$ cat src/rtl/ram_arbiter.sv
// Round-robin arbiter sharing a single-port word RAM between a fetch port and a data port.
// Define RAM_ARBITER_ALIGN_CHECK_EN to reject misaligned byte addresses with an error ack.
`timescale 1ns/1ps

module ram_arbiter #(
  parameter int ADDR_WIDTH = 10,
  parameter int DATA_WIDTH = 32
) (
  input  logic                  clk,
  input  logic                  rst_n,
  input  logic                  if_req,
  input  logic [ADDR_WIDTH+1:0] if_addr,
  output logic                  if_ack,
  output logic [DATA_WIDTH-1:0] if_rdata,
  output logic                  if_err,
  input  logic                  dm_req,
  input  logic                  dm_we,
  input  logic [ADDR_WIDTH+1:0] dm_addr,
  input  logic [DATA_WIDTH-1:0] dm_wdata,
  output logic                  dm_ack,
  output logic [DATA_WIDTH-1:0] dm_rdata,
  output logic                  dm_err,
  output logic [ADDR_WIDTH-1:0] ram_addr,
  output logic                  ram_cs,
  output logic                  ram_rd,
  output logic                  ram_oe,
  output logic [DATA_WIDTH-1:0] ram_write_data,
  input  logic [DATA_WIDTH-1:0] ram_read_data,
  output logic                  busy
);

  typedef enum logic [1:0] {IDLE, ACCESS, RESP} state_t;
  localparam logic PORT_IF = 1'b0;
  localparam logic PORT_DM = 1'b1;

  state_t                state_q, state_d;
  logic                  rr_q, rr_d;
  logic                  port_q, port_d;
  logic                  we_q, we_d;
  logic                  mis_q, mis_d;
  logic [ADDR_WIDTH-1:0] addr_q, addr_d;
  logic [DATA_WIDTH-1:0] wdata_q, wdata_d;

  logic [ADDR_WIDTH-1:0] ram_addr_q, ram_addr_d;
  logic                  ram_cs_q, ram_cs_d;
  logic                  ram_rd_q, ram_rd_d;
  logic                  ram_oe_q, ram_oe_d;
  logic [DATA_WIDTH-1:0] ram_wdata_q, ram_wdata_d;
  logic                  if_ack_q, if_ack_d, dm_ack_q, dm_ack_d;
  logic                  if_err_q, if_err_d, dm_err_q, dm_err_d;
  logic [DATA_WIDTH-1:0] if_rdata_q, if_rdata_d, dm_rdata_q, dm_rdata_d;
  logic                  busy_q, busy_d;

  logic win_dm;
  logic mis_sel;

`ifndef RAM_ARBITER_ALIGN_CHECK_EN
  logic unused_addr_lsbs;
  assign unused_addr_lsbs = ^{if_addr[1:0], dm_addr[1:0]};
`endif

  // Outputs are registered off the current state, so each phase reaches the
  // pins one cycle after the state register enters it.
  always_comb begin
    // NOTE: every signal gets a default before the case so no latch is inferred.
    state_d     = state_q;
    rr_d        = rr_q;
    port_d      = port_q;
    we_d        = we_q;
    mis_d       = mis_q;
    addr_d      = addr_q;
    wdata_d     = wdata_q;
    ram_addr_d  = ram_addr_q;
    ram_wdata_d = ram_wdata_q;
    ram_cs_d    = 1'b0;
    ram_rd_d    = 1'b0;
    ram_oe_d    = 1'b0;
    if_ack_d    = 1'b0;
    dm_ack_d    = 1'b0;
    if_err_d    = 1'b0;
    dm_err_d    = 1'b0;
    if_rdata_d  = if_rdata_q;
    dm_rdata_d  = dm_rdata_q;

    win_dm = dm_req & (~if_req | (rr_q == PORT_DM));
`ifdef RAM_ARBITER_ALIGN_CHECK_EN
    mis_sel = win_dm ? (dm_addr[1:0] != 2'b00) : (if_addr[1:0] != 2'b00);
`else
    mis_sel = 1'b0;
`endif

    case (state_q)
      IDLE: begin
        if (if_req | dm_req) begin
          port_d  = win_dm ? PORT_DM : PORT_IF;
          rr_d    = win_dm ? PORT_IF : PORT_DM;
          addr_d  = win_dm ? dm_addr[ADDR_WIDTH+1:2] : if_addr[ADDR_WIDTH+1:2];
          we_d    = win_dm & dm_we;
          wdata_d = win_dm ? dm_wdata : '0;
          mis_d   = mis_sel;
          state_d = ACCESS;
        end
      end
      ACCESS: begin
        ram_cs_d    = ~mis_q;
        ram_rd_d    = ~mis_q & ~we_q;
        ram_oe_d    = ~mis_q & ~we_q;
        ram_addr_d  = addr_q;
        ram_wdata_d = wdata_q;
        state_d     = RESP;
      end
      RESP: begin
        // RAM data is valid this cycle; capture it alongside the ack.
        if_ack_d = (port_q == PORT_IF);
        dm_ack_d = (port_q == PORT_DM);
        if_err_d = mis_q & (port_q == PORT_IF);
        dm_err_d = mis_q & (port_q == PORT_DM);
        if (!we_q && !mis_q) begin
          if (port_q == PORT_IF) if_rdata_d = ram_read_data;
          else                   dm_rdata_d = ram_read_data;
        end
        state_d = IDLE;
      end
      default: state_d = IDLE;
    endcase

    busy_d = (state_q != IDLE);
  end

  always_ff @(posedge clk or negedge rst_n) begin
    if (!rst_n) begin
      state_q     <= IDLE;
      rr_q        <= PORT_IF;
      port_q      <= PORT_IF;
      we_q        <= 1'b0;
      mis_q       <= 1'b0;
      addr_q      <= '0;
      wdata_q     <= '0;
      ram_addr_q  <= '0;
      ram_cs_q    <= 1'b0;
      ram_rd_q    <= 1'b0;
      ram_oe_q    <= 1'b0;
      ram_wdata_q <= '0;
      if_ack_q    <= 1'b0;
      dm_ack_q    <= 1'b0;
      if_err_q    <= 1'b0;
      dm_err_q    <= 1'b0;
      if_rdata_q  <= '0;
      dm_rdata_q  <= '0;
      busy_q      <= 1'b0;
    end else begin
      // NOTE: non-blocking so every flop samples the pre-edge values.
      state_q     <= state_d;
      rr_q        <= rr_d;
      port_q      <= port_d;
      we_q        <= we_d;
      mis_q       <= mis_d;
      addr_q      <= addr_d;
      wdata_q     <= wdata_d;
      ram_addr_q  <= ram_addr_d;
      ram_cs_q    <= ram_cs_d;
      ram_rd_q    <= ram_rd_d;
      ram_oe_q    <= ram_oe_d;
      ram_wdata_q <= ram_wdata_d;
      if_ack_q    <= if_ack_d;
      dm_ack_q    <= dm_ack_d;
      if_err_q    <= if_err_d;
      dm_err_q    <= dm_err_d;
      if_rdata_q  <= if_rdata_d;
      dm_rdata_q  <= dm_rdata_d;
      busy_q      <= busy_d;
    end
  end

  assign ram_addr       = ram_addr_q;
  assign ram_cs         = ram_cs_q;
  assign ram_rd         = ram_rd_q;
  assign ram_oe         = ram_oe_q;
  assign ram_write_data = ram_wdata_q;
  assign if_ack         = if_ack_q;
  assign dm_ack         = dm_ack_q;
  assign if_err         = if_err_q;
  assign dm_err         = dm_err_q;
  assign if_rdata       = if_rdata_q;
  assign dm_rdata       = dm_rdata_q;
  assign busy           = busy_q;

endmodule

$ cat config.mk
export PLATFORM = sky130hd
export DESIGN_NAME = ram_arbiter
export DESIGN_NICKNAME = d
export VERILOG_FILES = /design/src/rtl/ram_arbiter.sv
export SDC_FILE = /design/constraint.sdc
export NUM_CORES = 1
export LEC_CHECK = 0
export BUFFER_PORTS_ARGS = -buffer_cell sky130_fd_sc_hd__buf_4
export CAP_MARGIN = 40
export CELL_PAD_IN_SITES_DETAIL_PLACEMENT = 1
export CELL_PAD_IN_SITES_GLOBAL_PLACEMENT = 1
export CORE_MARGIN = 2
export CORE_UTILIZATION = 36
export CTS_CLUSTER_DIAMETER = 60
export CTS_CLUSTER_SIZE = 25
export DETAILED_ROUTE_END_ITERATION = 8
export GPL_ROUTABILITY_DRIVEN = 0
export PLACE_DENSITY_LB_ADDON = 0.1
export SLEW_MARGIN = 20
export SYNTH_ARGS = -nofsm -noshare
export SYNTH_HDL_FRONTEND = slang
export SYNTH_SLANG_ARGS = --single-unit
$ cat constraint.sdc
create_clock -name clk -period 1.5 [get_ports clk]
set_input_delay 0.075 -clock clk [delete_from_list [all_inputs] [get_ports clk]]
set_output_delay 0.075 -clock clk [all_outputs]
set_load 0.005 [all_outputs]
# Word-level counts from Yosys, hierarchy flattened
# Index checks and enable logic that the tools add are counted.
dict set report word_totals {
  regBits 158
  latchBits 0
  ram_bits 0
  romBits 0
  in_bits 93
  output_inout_bits 114
  wordCells 41
  mem_count 0
}
dict set report classes {
  addsub 0
  n_mul 0
  div 0
  magnitude_cmp 0
  eq_ne 3
  shifts 0
  muxes 10
  n_bitwise 7
  reduce_logical 6
}
# operator count
set op_table {}
lappend op_table {{two-way mux 32 bit} 1}
lappend op_table {{two-way mux 10 bit} 1}
lappend op_table {{two-way mux 1 bit} 6}
lappend op_table {{AND reduction 3 bit} 2}
lappend op_table {{case mux 2 bit (2 select lines)} 1}
lappend op_table {{inverter 1 bit} 3}
lappend op_table {{AND 1 bit} 2}
lappend op_table {{== test 2 x 1 -> 1 bit, second input constant} 1}
lappend op_table {{== test 2 bit, second input constant} 1}
lappend op_table {{logical NOT 2 bit} 1}
lappend op_table {{two-way mux 2 bit} 1}
lappend op_table {{inequality test 2 bit, second input constant} 1}
lappend op_table {{OR 1 bit} 2}
lappend op_table {{AND reduction 2 bit} 1}
lappend op_table {{nonzero test 2 bit} 1}
lappend op_table {{logical NOT 1 bit} 1}

# Depth between registers and ports, before layout
dict set report logic_depth {
  word_depth 4
  ltp_mapped 5
}

# Worst setup path after synthesis
# No wires, ideal clock.
dict set report synth_timing {
  kind {register to register}
  from {reg state_q[0]}
  to {reg dm_rdata_q[10] (netlist: dm_rdata[10])}
  setup_ps 125
  t_arrival_ps 1302
  required_time_ps 1375
  slack_ps 73
  path_stages_with_launch 6
  n_path_buf 2
  period_less_slack_ps 1427
  cell_sequence {dfrtp_1 and3b_1 nor2b_4 buf_6 buf_12 mux2_4}
}
dict set report synth_between {
  elab_chain_cells 2
}
# element line
set synth_rtl {}
lappend synth_rtl {{from (decl)} 36} ;# state_t state_q, state_d;
lappend synth_rtl {{from (signal assigned)} 153} ;# state_q <= state_d;
lappend synth_rtl {{== test 2 bit} 92} ;# case (state_q)
lappend synth_rtl {{AND reduction 3 bit (no line)} --}
lappend synth_rtl {{to (signal assigned)} 170} ;# dm_rdata_q <= dm_rdata_d;
lappend synth_rtl {{to (decl)} 51} ;# logic [DATA_WIDTH-1:0] if_rdata_q, if_rdata_d, dm_rdata_q, dm_rdata_d;
# Every way passes these cells.
# A chain may end at the register's enable or synchronous reset.

# Worst setup path in the final report
dict set report layout_timing {
  from {reg state_q[0]}
  to {reg if_rdata_q[8] (netlist: if_rdata[8])}
}
dict set report layout_between {
  elab_chain_cells 2
}
# element line
set layout_rtl {}
lappend layout_rtl {{== test 2 bit} 92}
lappend layout_rtl {{AND reduction 3 bit (no line)} --}
lappend layout_rtl {{to (signal assigned)} 169} ;# if_rdata_q <= if_rdata_d;
lappend layout_rtl {{to (decl)} 51}
# Every way passes these cells.

==> results.cfg <==
[layout]
nets = 780
final_layout_size_suffix_gt1_frac = 0.510
area.growth.synth_to_final_pct = 56.2
final_core_util = 0.574
fillers = 1627
diodes = 0
stdcell_area_um2 = 9520

[floorplanning]
io_pins = 207
die_width_um = 134
die_y_um = 134
row_count = 47
start_util = 0.368
coreArea_um2 = 16600
dieArea_um2 = 18000

[clocking]
clock_sinks = 158
cts_root_buffer = clkbuf_16
clk_path_buf_depth = 2
htree_levels = 4
clock_latency_ns = 0.41
path_clk_slew_ns = 0.06
cts_tree = yes
numCtsBuffers = 17

[sta]
setup_viol = 64
grt_setup_unrepaired = yes
finalHoldViolations = 0
hold_slack_ns = 0.0637
worstMarginPinSlew_ns = 0.697
period_minus_slack_ns = 1.55
period_share = 1.03
relSlewSlack = 0.534
drv_slew = 0
setup_slack_ns = -0.0486
fmax_mhz = 646
timing.clock.skew_ns = 0.00606

[detailed_routing]
dr_total_vias = 4309
detail_route.first_pass.iterations = 4
drtIter0Drc = 149
drc = 0
wl_mm = 16.2
detail_route.wl_per_cell_um = 17.6
viasPerCell = 4.69
ant_nets = 0

[power_and_ir_drop]
powerDensity_nw_per_um2 = 2030
p_sw_mw = 5.45
combPwrFrac = 0.385
p_sw_frac = 0.282
power.leakage_nw = 4.66
peakVddDrop_v = 0.00108
p_int_mw = 13.9
total_power_mw = 19.3
seq_power_share = 0.383
clockPowerShare = 0.232

[global_route]
grt_pass1_vias = 4819
antenna_found_initial = 0
grt_max_degree = 42
track_usage = 0.185
grt-ovfl-total = 0
grt_pass1_wl_mm = 25.8

[yosys]
yosysMostFrequentCell = dfrtp_1
syn_avg_cell_area_um2 = 15.9
netlist_area_um2 = 6090
ys.warnings.count = 0
synth_edf_count = 0
ys_seq_area_frac = 0.649
async_flop_share = 1.00
synth.top_cell.area_share = 0.649
synth_area_leader_cell = dfrtp_1
yosys-top-cells-count = 158 x dfrtp_1, 72 x mux2_2, 33 x a22o_1, 30 x mux2_4, 22 x inv_1
ys_types = 25
synth_ff_type = dfrtp_1
synth.area.top_cells = dfrtp_1 65%, mux2_2 13%, mux2_4 7.4%
ys_ff_latch = 158
syn_inst = 384

[setup_path]
cp.required_ns = 1.79
crit_fanout = 32
cpPeakStageDelay_ns = 0.41
cp_cell_sequence = nor3b_2, nor2b_4, buf_12, mux2_2
cp.arrival_ns = 1.84
worst_setup_path_start_kind = flop
end_kind = flop
crit_type = reg2reg
slowest_stage = dfrtp_1

[worst_hold_path]
min_path_type = in2async

[placed_design]
numPortBuffers = 200
post_dp_cell_area_um2 = 7910
post-dp-hpwl_mm = 10.1

[run_status]
status = complete, but fails checks
violations = setup timing

[job]
maxCapViolations = 0
==> layout make-up <==
type / count / area (um2) / share of cell area
clock buffer: 24 / 472 / 0.0495
clock inverter: 6 / 134 / 0.0141
inverter: 22 / 82.6 / 0.00867
multi-input combinational: 179 / 1900 / 0.199
sequential: 158 / 3950 / 0.415
tap: 220 / 275 / 0.0289
timing repair buffer: 309 / 2710 / 0.284
==> critical path, delay by kind of cell, from the launching register on <==
kind | cells | cell delay [ns]
AND/OR/NAND/NOR | 2 | 0.41
buffers and inverters | 1 | 0.23
multiplexers | 1 | 0.37
flip-flops | 1 | 0.41
==> stage by stage <==
step | TNS, ns | setup WS (ns) | instances
2_1_floorplan | 0 | 0.0725 | 385
3_3_place_gp | -0.463 | -0.0381 | 795
3_5_place_dp | -3.00 | -0.0635 | 795
4_1_cts | -1.93 | -0.0633 | 914
5_1_grt | -5.85 | -0.125 | 918
6_report | -1.58 | -0.0486 | 918
==> worst paths after layout <==
kind	startpoint	end	slack [ns]	cells past startpoint
min	rst_n	dm_rdata[13]	0.06	2
max reg2reg	state_q[0]	if_rdata[8]	-0.05	4
min reg2reg	if_rdata[2]	if_rdata[2]	0.49	1
max in group asynchronous	rst_n	dm_rdata[26]	0.80	3
max	state_q[0]	if_rdata[8]	-0.05	4
min in group clk	dm_wdata[31]	wdata_q[31]	0.42	3
==> cell families after synthesis <==
kind of cell,synth area share
flip-flops,0.649
multiplexers,0.214
AO/OA/AOI/OAI,0.0729
buffers and inverters,0.0474
AND/OR/NAND/NOR,0.0160
other,0.000615
==> power groups by stage <==
stage / clock, mW / sequential (mW) / combinational (mW)
after floorplan: 0 / 7.35 / 3.63
after global placement: 0 / 7.35 / 6.92
after detailed placement: 0 / 7.46 / 7.10
after CTS: 4.61 / 7.43 / 7.44
after global routing: 4.78 / 7.68 / 8.05
final: 4.48 / 7.41 / 7.44
==> layout by cell type, fill, tap and decap left out, drive strengths merged <==
master       synthesis  final
a21o                 1      1
a22o                33     33
and3                 1      1
and3b                1      1
buf                 23    219
bufbuf               0      1
bufinv               0      4
clkbuf               3     25
clkinv               0      2
conb                 1      2
dfrtp              158    158
dlygate4sd3          0     88
inv                 22     22
mux2               106    106
nand2                2      2
nand2b               1      1
nand3                2      2
nor2                 2      2
nor2b                5      5
nor3b                1      1
o21ai               12     12
o221ai              10     10
==> layer usage <==
| layer | part of all wire | global-route usage | wire length [um] | vias up |
|---|---|---|---|---|
| met3 | 0.050 | 0.0472 | 816 | 26 |
| met1 | 0.42 | 0.229 | 6860 | 2192 |
| met4 | 0.021 | 0.0661 | 336 | 0 |
| li1 | - | - | - | 1958 |
| met5 | 0 | 0 | 0 | - |
| met2 | 0.50 | 0.314 | 8170 | 133 |
==> state kept, by name, indices dropped and copies added (netlist names), 2 cells and up <==
register / flops
ram_addr: 10
dm_rdata: 32
wdata_q: 32
ram_write_data: 32
addr_q: 10
state_q: 2
if_rdata: 32
==> repair_timing <==
item                                    in CTS  in global routing
hold buffers                                88                  0
endpoints found under the setup margin     107                 84
gates cloned                                 1                  1
hold endpoints to repair                   266                  0
pin swaps                                    0                  2
gates resized for setup                      5                  8
buffers inserted                             0                  3
No activity file was read; power rests on OpenSTA's default activity.
